[config.mk]
export PLATFORM = sky130hd
export DESIGN_NAME = bus_interconnect
export DESIGN_NICKNAME = d
export VERILOG_FILES = /design/src/rtl/bus_pkg.sv /design/src/rtl/bus_rsp_fifo.sv /design/src/rtl/bus_interconnect.sv
export SDC_FILE = /design/constraint.sdc
export NUM_CORES = 1
export LEC_CHECK = 0
export CORE_AREA = 5 5 176 178
export CTS_CLUSTER_DIAMETER = 150
export CTS_CLUSTER_SIZE = 10
export DETAILED_ROUTE_END_ITERATION = 6
export DIE_AREA = 0 0 181 183
export PLACE_DENSITY = 0.49
export SLEW_MARGIN = 40
export SYNTH_ARGS = -nofsm -noshare
export SYNTH_HDL_FRONTEND = slang
export SYNTH_HIERARCHICAL = 1
export SYNTH_SLANG_ARGS = --single-unit
[constraint.sdc]
create_clock -name clk_i -period 9.9 [get_ports clk_i]
set_clock_uncertainty 0.15 [all_clocks]
set_input_delay 2.475 -clock clk_i [delete_from_list [all_inputs] [get_ports clk_i]]
set_output_delay 2.475 -clock clk_i [all_outputs]
set_load 0.02 [all_outputs]
[src/rtl/bus_pkg.sv]
// rtl/bus_pkg.sv - shared widths, default address map and response-queue entry type
package bus_pkg;

  localparam int          IDX_W              = 4;
  localparam int          DATA_W             = 32;
  localparam logic [15:0] DEFAULT_SLAVE_MASK = 16'h01FD;

  // One outstanding transaction: which slave owes the response, or an error stub.
  typedef struct packed {
    logic [IDX_W-1:0] idx;
    logic             unmapped;
  } rsp_entry_t;

endpackage

[src/rtl/bus_rsp_fifo.sv]
// rtl/bus_rsp_fifo.sv - in-order queue of outstanding transactions (grant order)
module bus_rsp_fifo
  import bus_pkg::*;
#(
  parameter int DEPTH = 2
) (
  input  logic       clk_i,
  input  logic       rst_i,
  input  logic       push_i,
  input  rsp_entry_t push_data_i,
  input  logic       pop_i,
  output rsp_entry_t head_o,
  output logic       empty_o,
  output logic       full_o
);

  localparam int PTR_W = (DEPTH > 1) ? $clog2(DEPTH) : 1;
  localparam int CNT_W = $clog2(DEPTH + 1);

  rsp_entry_t       mem_q [DEPTH];
  rsp_entry_t       mem_d [DEPTH];
  logic [PTR_W-1:0] wr_ptr_q, wr_ptr_d;
  logic [PTR_W-1:0] rd_ptr_q, rd_ptr_d;
  logic [CNT_W-1:0] count_q, count_d;

  // Pointers wrap at DEPTH, which need not be a power of two.
  function automatic logic [PTR_W-1:0] ptr_inc(input logic [PTR_W-1:0] p);
    return (p == PTR_W'(DEPTH - 1)) ? '0 : p + PTR_W'(1);
  endfunction

  // Next-state: the caller never pushes when full nor pops when empty.
  always_comb begin
    mem_d    = mem_q;
    wr_ptr_d = wr_ptr_q;
    rd_ptr_d = rd_ptr_q;
    count_d  = count_q;
    if (push_i) begin
      mem_d[wr_ptr_q] = push_data_i;
      wr_ptr_d        = ptr_inc(wr_ptr_q);
    end
    if (pop_i) begin
      rd_ptr_d = ptr_inc(rd_ptr_q);
    end
    case ({push_i, pop_i})
      2'b10:   count_d = count_q + CNT_W'(1);
      2'b01:   count_d = count_q - CNT_W'(1);
      default: count_d = count_q;
    endcase
  end

  // Control state; reset discards everything in flight.
  always_ff @(posedge clk_i) begin
    if (rst_i) begin
      wr_ptr_q <= '0;
      rd_ptr_q <= '0;
      count_q  <= '0;
    end else begin
      wr_ptr_q <= wr_ptr_d;
      rd_ptr_q <= rd_ptr_d;
      count_q  <= count_d;
    end
  end

  // Payload storage needs no reset: it is only read while count is non-zero.
  always_ff @(posedge clk_i) begin
    mem_q <= mem_d;
  end

  assign head_o  = mem_q[rd_ptr_q];
  assign empty_o = (count_q == '0);
  assign full_o  = (count_q == CNT_W'(DEPTH));

endmodule

[src/rtl/bus_interconnect.sv]
// rtl/bus_interconnect.sv - 1-to-N address-decoded interconnect with in-order responses; optional watchdog via BUS_TIMEOUT_EN
module bus_interconnect
  import bus_pkg::*;
#(
  parameter int          NUM_SLAVES      = 8,
  parameter int          ADDR_LSB        = 13,
  parameter logic [15:0] SLAVE_MASK      = DEFAULT_SLAVE_MASK,
  parameter int          MAX_OUTSTANDING = 2,
  parameter int          TIMEOUT_CYCLES  = 255
) (
  input  logic                         clk_i,
  input  logic                         rst_i,
  input  logic                         data_req_i,
  input  logic                         data_we_i,
  input  logic [3:0]                   data_be_i,
  input  logic [DATA_W-1:0]            data_addr_i,
  input  logic [DATA_W-1:0]            data_wdata_i,
  output logic                         data_gnt_o,
  output logic                         data_rvalid_o,
  output logic                         data_err_o,
  output logic [DATA_W-1:0]            data_rdata_o,
  output logic [NUM_SLAVES-1:0]        s_req_o,
  output logic                         s_we_o,
  output logic [3:0]                   s_be_o,
  output logic [DATA_W-1:0]            s_addr_o,
  output logic [DATA_W-1:0]            s_wdata_o,
  input  logic [NUM_SLAVES-1:0]        s_gnt_i,
  input  logic [NUM_SLAVES-1:0]        s_rvalid_i,
  input  logic [NUM_SLAVES-1:0]        s_err_i,
  input  logic [DATA_W*NUM_SLAVES-1:0] s_rdata_i
);

  logic [IDX_W-1:0]  req_idx;
  logic              req_mapped;
  logic              sel_gnt;
  logic              fifo_full;
  logic              fifo_empty;
  logic              pop;
  logic              timeout;
  rsp_entry_t        push_entry;
  rsp_entry_t        head;
  logic              head_rvalid;
  logic              head_err;
  logic [DATA_W-1:0] head_rdata;

  assign req_idx    = data_addr_i[ADDR_LSB+IDX_W-1:ADDR_LSB];
  assign req_mapped = (int'(req_idx) < NUM_SLAVES) && SLAVE_MASK[req_idx];

  assign s_we_o    = data_we_i;
  assign s_be_o    = data_be_i;
  assign s_addr_o  = data_addr_i;
  assign s_wdata_o = data_wdata_i;

  // Request side: select the addressed slave's grant and raise only its request line.
  always_comb begin
    sel_gnt = 1'b0;
    s_req_o = '0;
    for (int n = 0; n < NUM_SLAVES; n++) begin
      if (int'(req_idx) == n) begin
        sel_gnt    = s_gnt_i[n];
        s_req_o[n] = data_req_i & req_mapped & ~fifo_full & ~rst_i;
      end
    end
  end

  // Unmapped addresses are granted locally and answered with an error from the queue.
  assign data_gnt_o = data_req_i & ~fifo_full & ~rst_i & (req_mapped ? sel_gnt : 1'b1);

  assign push_entry.idx      = req_idx;
  assign push_entry.unmapped = ~req_mapped;

  bus_rsp_fifo #(
    .DEPTH (MAX_OUTSTANDING)
  ) u_rsp_fifo (
    .clk_i       (clk_i),
    .rst_i       (rst_i),
    .push_i      (data_gnt_o),
    .push_data_i (push_entry),
    .pop_i       (pop),
    .head_o      (head),
    .empty_o     (fifo_empty),
    .full_o      (fifo_full)
  );

  // Only the slave owing the head response is listened to; all others are ignored.
  always_comb begin
    head_rvalid = 1'b0;
    head_err    = 1'b0;
    head_rdata  = '0;
    for (int n = 0; n < NUM_SLAVES; n++) begin
      if (int'(head.idx) == n) begin
        head_rvalid = s_rvalid_i[n];
        head_err    = s_err_i[n];
        head_rdata  = s_rdata_i[n*DATA_W +: DATA_W];
      end
    end
  end

  // Response side: error stub for unmapped or timed-out heads, slave pass-through otherwise.
  always_comb begin
    data_rvalid_o = 1'b0;
    data_err_o    = 1'b0;
    data_rdata_o  = '0;
    if (!fifo_empty) begin
      if (head.unmapped) begin
        data_rvalid_o = 1'b1;
        data_err_o    = 1'b1;
      end else if (head_rvalid) begin
        data_rvalid_o = 1'b1;
        data_err_o    = head_err;
        data_rdata_o  = head_rdata;
      end else if (timeout) begin
        data_rvalid_o = 1'b1;
        data_err_o    = 1'b1;
      end
    end
  end

  assign pop = data_rvalid_o;

`ifdef BUS_TIMEOUT_EN
  logic [31:0] wd_q, wd_d;

  // Watchdog: count cycles a mapped head has waited; restart whenever the head leaves.
  always_comb begin
    wd_d = wd_q + 32'd1;
    if (pop || fifo_empty || head.unmapped) begin
      wd_d = '0;
    end
  end

  // Watchdog register.
  always_ff @(posedge clk_i) begin
    if (rst_i) begin
      wd_q <= '0;
    end else begin
      wd_q <= wd_d;
    end
  end

  assign timeout = ~fifo_empty & ~head.unmapped & (wd_q == 32'(TIMEOUT_CYCLES));
`else
  logic unused_timeout_cfg;
  assign unused_timeout_cfg = ^32'(TIMEOUT_CYCLES);
  assign timeout            = 1'b0;
`endif

endmodule

# --- Word level (Yosys, flattened, before mapping) ---
# Memories as Yosys holds them, arrays and structs flattened.
# Cells that the tools add are included.
totals:
  regBits: 14
  rom_bits: 16
  input_bits: 352
  output_inout_bits: 112
  word_cells: 111
  n_memories: 1
classes:
  addsub: 4
  n_lt_le_gt_ge: 5
  eq_ne: 17
  n_mux: 60
  n_bitwise: 11
  n_reduce_logical: 6
mem_list:
  columns: ["memory", "words", "word_bits", "read_ports", "rd_clocked_by_memory_dff", "write_ports", "line_no", "source"]
  rows:
  - ["(no name shown)", 16, 1, 1, 0, 0, "bus_interconnect.sv:47", "assign req_mapped = (int'(req_idx) < NUM_SLAVES) && SLAVE_MASK[req_idx];"]
ops:
  columns: ["op", "n"]
  rows:
  - ["$mux 32", 11]
  - ["$mux 1", 42]
  - ["$eq 4x4->1 const B", 8]
  - ["$mux 5", 4]
  - ["$eq 4x3->1 const B", 4]
  - ["$bwmux 10", 1]
  - ["$eq 4x2->1 const B", 2]
  - ["$logic_not 4->1", 2]
  - ["$and 1x1->1", 6]
  - ["$demux 5 s1", 1]
  - ["$lt 4x5->1 const B", 1]
  - ["$eq 2x2->1 const B", 2]
  - ["$ge 2x2->1 const B", 2]
  - ["$lt 4x4->1 const B", 1]
  - ["$not 1->2", 2]
  - ["$pmux 2 s2", 1]
  - ["$not 1->1", 3]
  - ["$add 1x1->1 const B", 2]
  - ["$add 2x1->2 const B", 1]
  - ["$eq 2x1->1 const B", 1]
  - ["$logic_and 1x1->1", 2]
  - ["$logic_not 2->1", 1]
  - ["$lt 2x1->1 const B", 1]
  - ["$reduce_bool 2->1", 1]
  - ["$sub 2x1->2 const B", 1]

# --- Depth between registers and ports, before layout ---
# Gate-level depths: netlist (run 1).
logic_depth:
  depth_word: 18
  depth_mapped: 13
  mapped_depth_nobuf: 10

# --- Hierarchy ---
# The synthesis (run 1) kept the hierarchy.
modules_own_cells:
  columns: ["module", "instances", "cells_per_inst", "area_each_um2", "seq_area_each_um2"]
  rows:
  - ["bus_interconnect", 1, 583, 3572.2, 0.0]
  - ["bus_rsp_fifo", 1, 36, 541.8, 380.4]

# --- Worst setup path after synthesis (run 1) ---
# Ideal clock, no wire load.
synth_timing:
  kind: "input -> output"
  startpoint: "input port s_rvalid_i[7]"
  endpoint: "output port data_rdata_o[14]"
  arrival_time_ns: 3.792
  required_time_ns: 7.275
  setup_slack_ns: 3.483
  cell_stages: 6
  path_buffers: 1
  cell_sequence: "inv_1 a31o_1 a311oi_2 o21ai_2 buf_6 a211oi_1"
synth_via:
  elab_chain_len: 4
synth_rtl:
  columns: ["element", "line_no", "source"]
  rows:
  - ["start, declared", "bus_interconnect.sv:28", "input logic [NUM_SLAVES-1:0] s_rvalid_i,"]
  - ["$mux 1", "bus_interconnect.sv:91", "if (int'(head.idx) == n) begin"]
  - ["$mux 32", "bus_interconnect.sv:108", "end else if (head_rvalid) begin"]
  - ["$mux 32", "bus_interconnect.sv:105", "if (head.unmapped) begin"]
  - ["$mux 32", "bus_interconnect.sv:104", "if (!fifo_empty) begin"]
  - ["end, declared", "bus_interconnect.sv:21", "output logic [DATA_W-1:0] data_rdata_o,"]
# No other way between the ends.

# --- Final worst setup path (run 1) ---
layout_timing:
  startpoint: "input port s_rvalid_i[7]"
  endpoint: "output port data_rdata_o[31]"
# Same word-level chain as after synthesis.

==> results of run 1 <==
-- cells by family after synthesis --
| group | synth area share |
|---|---|
| multiplexers | 0.1356 |
| AO/OA/AOI/OAI | 0.4100 |
| other | 0.0009115 |
| XOR/XNOR | 0.01064 |
| AND/OR/NAND/NOR | 0.1481 |
| buffers and inverters | 0.1992 |
| flip-flops | 0.09246 |
| adder cells (fa/ha/maj) | 0.003041 |
-- sequential cells by signal, indices dropped and copies added, names as in the netlist --
register	cells
u_rsp_fifo/mem_q	10
u_rsp_fifo/wr_ptr_q	1
u_rsp_fifo/count_q	2
u_rsp_fifo/rd_ptr_q	1
-- layer usage --
metal  vias up  global-route usage  part of all wire
met4         0             0.02762             0.017
li1       2626                   -                 -
met5         -                   0                 0
met1      2485              0.1665              0.41
met2       289              0.2372              0.49
met3        40             0.04006             0.085
-- power groups by stage --
stage | Clock (uW) | Sequential [uW] | Combinational, uW
floorplan | 0 | 75.2 | 400
global placement | 0 | 78.9 | 624
detailed placement | 0 | 79.1 | 624
CTS | 76.0 | 78.1 | 628
global route | 79.1 | 78.5 | 673
finish | 74.2 | 77.8 | 619
-- through the flow --
stage	total power, uW	instance area [um^2]	hold WS [ns]
finish	771.0	7333	0.3606
global route	831.1	7333	0.3900
CTS	781.8	7333	0.3591
detailed placement	703.2	7254	0.3471
global placement	702.7	7241	0.3379
floorplan	474.9	4114	0.3114
-- worst max-delay path: cells and delay by family --
family | cells | cell delay (ns)
buffers and inverters | 4 | 1.48
AO/OA/AOI/OAI | 4 | 1.01
-- placed cells by master (no fill, tap or decap), types with 2 or more instances in the layout --
| cell | netlist | layout |
|---|---|---|
| a21o_1 | 4 | 4 |
| nand3_1 | 2 | 2 |
| a2111oi_2 | 3 | 3 |
| o22ai_1 | 34 | 34 |
| a211o_1 | 5 | 5 |
| a31oi_1 | 8 | 8 |
| a22oi_1 | 20 | 20 |
| nand2_1 | 42 | 42 |
| nor2b_1 | 12 | 10 |
| a221o_1 | 2 | 2 |
| a21oi_1 | 89 | 89 |
| o32ai_1 | 2 | 2 |
| nor3b_1 | 2 | 2 |
| clkdlybuf4s50_1 | 0 | 332 |
| or2_2 | 2 | 2 |
| dfxtp_1 | 4 | 4 |
| clkinv_1 | 2 | 2 |
| mux2_4 | 0 | 3 |
| mux2_2 | 6 | 3 |
| o21ai_0 | 49 | 49 |
| inv_1 | 7 | 7 |
| a32oi_1 | 2 | 2 |
| o21a_1 | 25 | 25 |
| clkbuf_16 | 0 | 3 |
| a22o_1 | 11 | 11 |
| edfxtp_1 | 10 | 10 |
| nor2_1 | 60 | 59 |
| nand2b_1 | 7 | 6 |
| buf_4 | 73 | 10 |
| xnor2_1 | 4 | 4 |
| a211oi_1 | 9 | 9 |
| and2_1 | 2 | 2 |
| mux2i_1 | 49 | 49 |
| nor3_1 | 3 | 3 |
-- synth_stat cells, types with 3 or more instances --
master / instances
xnor2_1: 4
inv_1: 7
a211oi_1: 9
mux2i_1: 49
o22ai_1: 34
buf_4: 73
a21o_1: 4
clkbuf_1: 32
a2111oi_2: 3
nand2b_1: 7
nor3_1: 3
nor2b_1: 12
dfxtp_1: 4
a22o_1: 11
buf_1: 4
edfxtp_1: 10
buf_2: 16
o21ai_0: 49
a22oi_1: 20
nand2_1: 42
a211o_1: 5
a21oi_1: 89
mux2_2: 6
o21a_1: 25
a31oi_1: 8
nor2_1: 60
-- area by class of cell --
cell class / count / area (um^2) / area share
Clock buffer: 3 / 75.07 / 0.01024
Clock inverter: 1 / 3.754 / 0.0005119
Inverter: 9 / 35.03 / 0.004777
Multi-Input combinational cell: 469 / 2953 / 0.4027
Sequential cell: 14 / 380.4 / 0.05187
Tap cell: 390 / 488.0 / 0.06654
Timing Repair Buffer: 342 / 3398 / 0.4634
-- final timing paths --
| kind | start | to |
|---|---|---|
| min | u_rsp_fifo/count_q[1] | u_rsp_fifo/count_q[1] |
| max | s_rvalid_i[7] | data_rdata_o[31] |
| min reg2reg | u_rsp_fifo/count_q[1] | u_rsp_fifo/count_q[1] |
| max reg2reg | u_rsp_fifo/rd_ptr_q | u_rsp_fifo/count_q[1] |
==> results_tabular.tex, run 1 <==
\begin{tabular}{lr}
\hline
Metric & Value \\
\hline
\multicolumn{2}{l}{\textbf{Drt}} \\
\quad Routed wirelength normalized by instance count & 20.09 um \\
\quad Length of the first detailed-routing pass in iterations & 6 \\
\quad Total detailed-routing wirelength & 24.67 mm \\
\quad Via count normalized by instance count & 4.430 \\
\quad Violation count after the first detailed-routing iteration & 244 \\
\quad Routed via count & 5440 \\
\quad Post-detailed-route DRC marker count & 0 \\
\quad Remaining antenna violation count after routing & 0 \\
\multicolumn{2}{l}{\textbf{Clock network}} \\
\quad Worst skew pair latency & 0.24 ns \\
\quad Buffers inserted during post-CTS setup optimization & 0 \\
\quad TritonCTS Buffers & 3 \\
\quad Hold buffers post-CTS & 0 \\
\quad H-tree Lvls & 1 \\
\quad Buffer depth of the longest clock path & 2 \\
\quad Post\_cts resized & 0 \\
\quad Reg clk slew, reported paths & 0.04 ns \\
\quad TritonCTS clock tree & built \\
\quad Root buffer selected by CTS & clkbuf\_16 \\
\quad Number of sinks on the clock net & 14 \\
\multicolumn{2}{l}{\textbf{Hold path}} \\
\quad Worst hold stages & 2 \\
\quad Hold WC Path Type & flop to flop \\
\multicolumn{2}{l}{\textbf{Critical path}} \\
\quad CP max stage cell & clkdlybuf4s50\_1 \\
\quad Critical Path Source Type & input port \\
\quad Highest net fanout along the worst path & 32 \\
\quad Reg2Reg Depth & 10 \\
\quad Worst R2R Setup Slack & 6.10 ns \\
\quad Crit path capture type & primary output \\
\quad Crit-path most repeated cell & clkdlybuf4s50\_1 \\
\quad Worst path max stage delay & 0.68 ns \\
\quad Critical path class & input port to primary output \\
\quad Required time reported for the critical path endpoint & 7.28 ns \\
\quad Cells along the critical path & clkdlybuf4s50\_1 -> inv\_1 -> a31o\_1 -> a311oi\_2 -> o21ai\_4 -> buf\_4 -> a2111oi\_2 -> clkdlybuf4s50\_1 \\
\quad CP arrival & 4.97 ns \\
\multicolumn{2}{l}{\textbf{Final layout}} \\
\quad Net count reported at finish & 1192 \\
\quad Count of non-filler cells in the finished layout & 1228 \\
\quad N\_diodes & 0 \\
\quad Area growth syn-to-layout & 78.25\% \\
\quad Fraction of the core area covered by cells at the end of the flow & 0.2508 \\
\quad Filler cell count in the final layout & 3231 \\
\quad Share of layout cells above drive strength 1 & 0.03819 \\
\multicolumn{2}{l}{\textbf{STA}} \\
\quad Slew at the pin with the worst max-slew slack & 0.7924 ns \\
\quad Minimum setup slack in the final design & 2.303 ns \\
\quad Crit share post-route & 0.7673 \\
\quad Final count of negative-setup-slack endpoints & 0 \\
\quad FMAX & 131.6 MHz \\
\quad Endpoints failing hold & 0 \\
\quad RSZ-0062 raised after global routing & no \\
\quad Slew Viols, Final & 0 \\
\quad Aggregate negative setup slack & 0 ns \\
\quad Min cycle time layout & 7.597 ns \\
\quad Headroom to the max-slew limit & 0.4698 \\
\multicolumn{2}{l}{\textbf{Synthesis}} \\
\quad Post-synth EDFFs & 10 \\
\quad Number of nets in the synthesized netlist & 972 \\
\quad Cell types with the largest area share after synthesis & buf\_4 13\%, mux2i\_1 12\%, a21oi\_1 11\%, edfxtp\_1 7.3\%, o21ai\_0 6.0\% \\
\quad Sequential-to-total area share from yosys stat & 0.09246 \\
\quad Primary FF master, synth & edfxtp\_1 \\
\quad Count of synthesis-stage warnings from yosys & 6 \\
\quad Synth area leader & buf\_4 \\
\quad Post-synthesis cell count & 619 \\
\quad Avg Cell Area, Syn & 6.646 um\^{}2 \\
\quad Async set or reset register ratio after synthesis & 0 \\
\quad Cell variety after synth & 50 \\
\quad Number of synthesized register bits & 14 \\
\quad Area of the mapped netlist & 4114 um\^{}2 \\
\quad Area fraction of the dominant cell type after synthesis & 0.1332 \\
\multicolumn{2}{l}{\textbf{Die}} \\
\quad Count of boundary I/O pins & 464 \\
\quad Die extent in y & 183 um \\
\quad Area of the core region & 29240 um\^{}2 \\
\quad Initial standard-cell utilization of the core & 0.1407 \\
\quad Die Area & 33120 um\^{}2 \\
\quad Die width & 181 um \\
\quad Number of rows created at floorplan & 63 \\
\multicolumn{2}{l}{\textbf{Power}} \\
\quad Switching power summed over all nets & 364.1 uW \\
\quad Part of the power in registers & 0.101 \\
\quad Relative contribution of combinational cells to total power & 0.803 \\
\quad Int Pwr & 406.9 uW \\
\quad Net Sw Frac & 0.4723 \\
\quad Power density over the cells & 105.1 nW/um\^{}2 \\
\quad Leak & 0.002566 uW \\
\quad Worst supply voltage drop on vdd & 0.04988 mV \\
\quad Clock network power share & 0.096 \\
\multicolumn{2}{l}{\textbf{Place}} \\
\quad Placed insts & 1224 \\
\quad Final Wtd Congestion & 0.8270 \\
\quad HPWL Detailed & 19.30 mm \\
\quad Port bufs & 332 \\
\quad Post-Place Worst Slack & 2.316 ns \\
\multicolumn{2}{l}{\textbf{Global route}} \\
\quad GRT Residual Overflow & 0 \\
\quad Initial antenna violation count & 0 \\
\quad Via count of the first global-routing pass & 5735 \\
\quad Maximum number of pins on one net before global-route repair & 61 \\
\quad Combined global-route utilization of all metal layers & 0.1356 \\
\quad Wire length of the first global-routing pass & 35.78 mm \\
\multicolumn{2}{l}{\textbf{Run}} \\
\quad Max Cap Viol & 0 \\
\multicolumn{2}{l}{\textbf{Status}} \\
\quad Run status & completed \\
\hline
\end{tabular}
Note: power is estimated with default switching activity, not from simulation.
==> run 2: changes to the inputs <==
PLACE_DENSITY = 0.51   (was 0.49)
clock period = 6.4 ns   (was 9.9 ns; I/O delays follow)
==> run 2 against run 1 <==
Effect of this change: sequential cell count did not move; non-clock buffer count rose by 9; die area did not move; largest power group unchanged; global-route usage rose by 0.32 points; critical path type unchanged; core utilization rose by 0.24 points; wire length rose by 2.0%; setup slack got worse by 1.8 ns; clock power rose by 73%; sequential share of layout area barely moved.
==> results_tabular.tex, run 2 (synthesis results as in run 1) <==
\begin{tabular}{lr}
\hline
Metric & Value \\
\hline
\multicolumn{2}{l}{\textbf{Status}} \\
\quad Run status & completed (unchanged) \\
\multicolumn{2}{l}{\textbf{Hold path}} \\
\quad Hold Startpoint & u\_rsp\_fifo/count\_q[1] (unchanged) \\
\quad WHS Endpoint & u\_rsp\_fifo/count\_q[1] (unchanged) \\
\quad Hold WC Path Type & flop to flop (unchanged) \\
\quad Worst hold stages & 2 (unchanged) \\
\multicolumn{2}{l}{\textbf{STA}} \\
\quad Min cycle time layout & 5.888 ns \\
\quad Slew at the pin with the worst max-slew slack & 0.7204 ns (was 0.7924 ns) \\
\quad RSZ-0062 raised after global routing & no (unchanged) \\
\quad Headroom to the max-slew limit & 0.5153 (was 0.4698) \\
\quad Endpoints failing hold & 0 (unchanged) \\
\quad Minimum setup slack in the final design & 0.5117 ns (was 2.303 ns) \\
\quad FMAX & 169.8 MHz \\
\quad Final count of negative-setup-slack endpoints & 0 (unchanged) \\
\quad Aggregate negative setup slack & 0 ns (unchanged) \\
\quad Slew Viols, Final & 0 (unchanged) \\
\quad Crit share post-route & 0.9201 \\
\multicolumn{2}{l}{\textbf{Drt}} \\
\quad Remaining antenna violation count after routing & 0 (unchanged) \\
\quad Length of the first detailed-routing pass in iterations & 4 (was 6) \\
\quad Post-detailed-route DRC marker count & 0 (unchanged) \\
\quad Routed wirelength normalized by instance count & 20.35 um (was 20.09 um) \\
\quad Via count normalized by instance count & 4.492 (was 4.430) \\
\quad Violation count after the first detailed-routing iteration & 248 (was 244) \\
\quad Total detailed-routing wirelength & 25.17 mm (was 24.67 mm) \\
\quad Routed via count & 5557 (was 5440) \\
\multicolumn{2}{l}{\textbf{Power}} \\
\quad Leak & 0.002612 uW (was 0.002566 uW) \\
\quad Power density over the cells & 164.5 nW/um\^{}2 (was 105.1 nW/um\^{}2) \\
\quad Worst supply voltage drop on vdd & 0.09075 mV (was 0.04988 mV) \\
\multicolumn{2}{l}{\textbf{Die}} \\
\quad Die width & 181 um (unchanged) \\
\quad Number of rows created at floorplan & 63 (unchanged) \\
\quad Die extent in y & 183 um (unchanged) \\
\quad Area of the core region & 29240 um\^{}2 (unchanged) \\
\quad Die Area & 33120 um\^{}2 (unchanged) \\
\quad Initial standard-cell utilization of the core & 0.1407 (unchanged) \\
\quad Count of boundary I/O pins & 464 (unchanged) \\
\multicolumn{2}{l}{\textbf{Run}} \\
\quad Max Cap Viol & 0 (unchanged) \\
\multicolumn{2}{l}{\textbf{Clock network}} \\
\quad Number of sinks on the clock net & 14 (unchanged) \\
\quad Hold buffers post-CTS & 0 (unchanged) \\
\quad TritonCTS clock tree & built (unchanged) \\
\quad Reg clk slew, reported paths & 0.05 ns (was 0.04 ns) \\
\quad Root buffer selected by CTS & clkbuf\_16 (unchanged) \\
\quad Buffer depth of the longest clock path & 2 (unchanged) \\
\quad H-tree Lvls & 1 (unchanged) \\
\quad TritonCTS Buffers & 3 (unchanged) \\
\quad Worst skew pair latency & 0.24 ns (about the same) \\
\quad Post\_cts resized & 0 (unchanged) \\
\quad Buffers inserted during post-CTS setup optimization & 0 (unchanged) \\
\multicolumn{2}{l}{\textbf{Final layout}} \\
\quad Largest reg by FF count & u\_rsp\_fifo/mem\_q (unchanged) \\
\quad Largest registers ranked by flip-flop count & u\_rsp\_fifo/mem\_q: 10 flops, u\_rsp\_fifo/count\_q: 2 flops (unchanged) \\
\quad Net count reported at finish & 1201 (was 1192) \\
\quad Share of layout cells above drive strength 1 & 0.04841 (was 0.03819) \\
\quad Area growth syn-to-layout & 79.99\% (was 78.25\%) \\
\quad Leading cell types in the layout, fill and taps excluded & 332 x clkdlybuf4s50\_1, 89 x a21oi\_1, 58 x nor2\_1, 49 x mux2i\_1, 49 x o21ai\_0 (was 332 x clkdlybuf4s50\_1, 89 x a21oi\_1, 59 x nor2\_1, 49 x mux2i\_1, 49 x o21ai\_0) \\
\quad Flip-flop count of the largest register, all copies and words added & 10 (unchanged) \\
\quad Most common cell after layout, fill and taps aside & clkdlybuf4s50\_1 (unchanged) \\
\quad Fraction of the core area covered by cells at the end of the flow & 0.2532 (was 0.2508) \\
\quad Filler cell count in the final layout & 3214 (was 3231) \\
\quad N\_diodes & 0 (unchanged) \\
\multicolumn{2}{l}{\textbf{Critical path}} \\
\quad Cells along the critical path & clkdlybuf4s50\_1 -> o21ai\_0 -> a21oi\_1 -> o21ai\_4 -> buf\_4 -> a211oi\_1 -> clkdlybuf4s50\_1 (was clkdlybuf4s50\_1 -> inv\_1 -> a31o\_1 -> a311oi\_2 -> o21ai\_4 -> buf\_4 -> a2111oi\_2 -> clkdlybuf4s50\_1) \\
\quad Reg2Reg Depth & 9 (was 10) \\
\quad Worst path max stage delay & 0.58 ns (was 0.68 ns) \\
\quad Critical Path Source Type & input port (unchanged) \\
\quad Highest net fanout along the worst path & 19 (was 32) \\
\quad Worst R2R Setup Slack & 3.00 ns (was 6.10 ns) \\
\quad Startpoint of the lowest-slack register-to-register path & u\_rsp\_fifo/rd\_ptr\_q (unchanged) \\
\quad Required time reported for the critical path endpoint & 4.65 ns (was 7.28 ns) \\
\quad CP arrival & 4.14 ns (was 4.97 ns) \\
\quad Reg2reg end & u\_rsp\_fifo/count\_q[1] (unchanged) \\
\quad Critical path buffer and inverter count & 3 (was 4) \\
\quad CP max stage cell & clkdlybuf4s50\_1 (unchanged) \\
\quad Crit-path most repeated cell & clkdlybuf4s50\_1 (unchanged) \\
\quad Crit path max-delay family & buffers and inverters (unchanged) \\
\quad Crit path capture type & primary output (unchanged) \\
\quad Critical path class & input port to primary output (unchanged) \\
\multicolumn{2}{l}{\textbf{Global route}} \\
\quad GRT Residual Overflow & 0 (unchanged) \\
\quad Maximum number of pins on one net before global-route repair & 44 (was 61) \\
\quad Initial antenna violation count & 2 (was 0) \\
\quad Via count of the first global-routing pass & 5829 (was 5735) \\
\quad Combined global-route utilization of all metal layers & 0.1388 (was 0.1356) \\
\quad Wire length of the first global-routing pass & 36.12 mm (was 35.78 mm) \\
\multicolumn{2}{l}{\textbf{Place}} \\
\quad Post-Place Worst Slack & 0.4813 ns (was 2.316 ns) \\
\quad Final Wtd Congestion & 0.8190 (was 0.8270) \\
\quad Port bufs & 332 (unchanged) \\
\quad HPWL Detailed & 20.15 mm (was 19.30 mm) \\
\hline
\end{tabular}
==> run 2: cell types whose count changed in the layout (fill, tap and decap cells not counted) <==
cell	previous run	this run
buf_4	10	19
nor2_2	0	2
clkbuf_8	0	1
clkinv_2	1	0
nand2b_1	6	7
nand2b_2	1	0
nor2_1	59	58
nor2_4	1	0
==> run 2: stage by stage <==
stage	area, um^2	power (uW)	cells	hold slack [ns]
floorplan	4114	734.6	619	0.3114
global placement	7311	1101	1233	0.3356
detailed placement	7313	1105	1233	0.3534
CTS	7402	1239	1237	0.3592
global route	7405	1321	1237	0.3910
finish	7405	1218	1237	0.3552
==> run 2: where the power goes <==
part           leakage, uW  internal [uW]  switching, uW  total [uW]
clock network    0.0000442           94.4           33.2         128
registers         0.000124            110           10.5         120
logic              0.00244            448            522         970
total              0.00261            652            566        1220
==> run 2: cell type report <==
class	count	area [um^2]	share of cell area
tap	390	488.0	0.06590
clock buffer	4	88.84	0.01200
sequential	14	380.4	0.05137
timing repair buffer	351	3466	0.4681
inverter	9	33.78	0.004562
multi-input combinational	469	2948	0.3981
==> run 2: worst max path at each step <==
stage | from | to | slack [ns] | cells past startpoint
after floorplan | s_rvalid_i[7] | data_rdata_o[14] | 1.73 | 6
after global placement | s_rvalid_i[5] | data_rdata_o[12] | 0.53 | 7
after detailed placement | s_rvalid_i[5] | data_rdata_o[12] | 0.48 | 7
after CTS | s_rvalid_i[5] | data_rdata_o[12] | 0.49 | 7
after global routing | s_rvalid_i[5] | data_rdata_o[12] | 0.29 | 7
final | s_rvalid_i[5] | data_rdata_o[30] | 0.51 | 7
==> run 2: metal layers <==
layer,GRT usage,part of all wire,vias to the layer above
met1,0.1664,0.41,2542
met2,0.2466,0.49,313
met3,0.03768,0.086,50
met4,0.03573,0.022,0
met5,0,0,-
li1,-,-,2652
==> run 2: worst reg2reg max path: cells and delay by family, from the launching register on <==
family | cells | cell delay, ns
multiplexers | 1 | 0.48
adder cells (fa/ha/maj) | 1 | 0.30
buffers and inverters | 1 | 0.22
flip-flops | 1 | 0.53
AO/OA/AOI/OAI | 2 | 0.67
AND/OR/NAND/NOR | 4 | 0.97
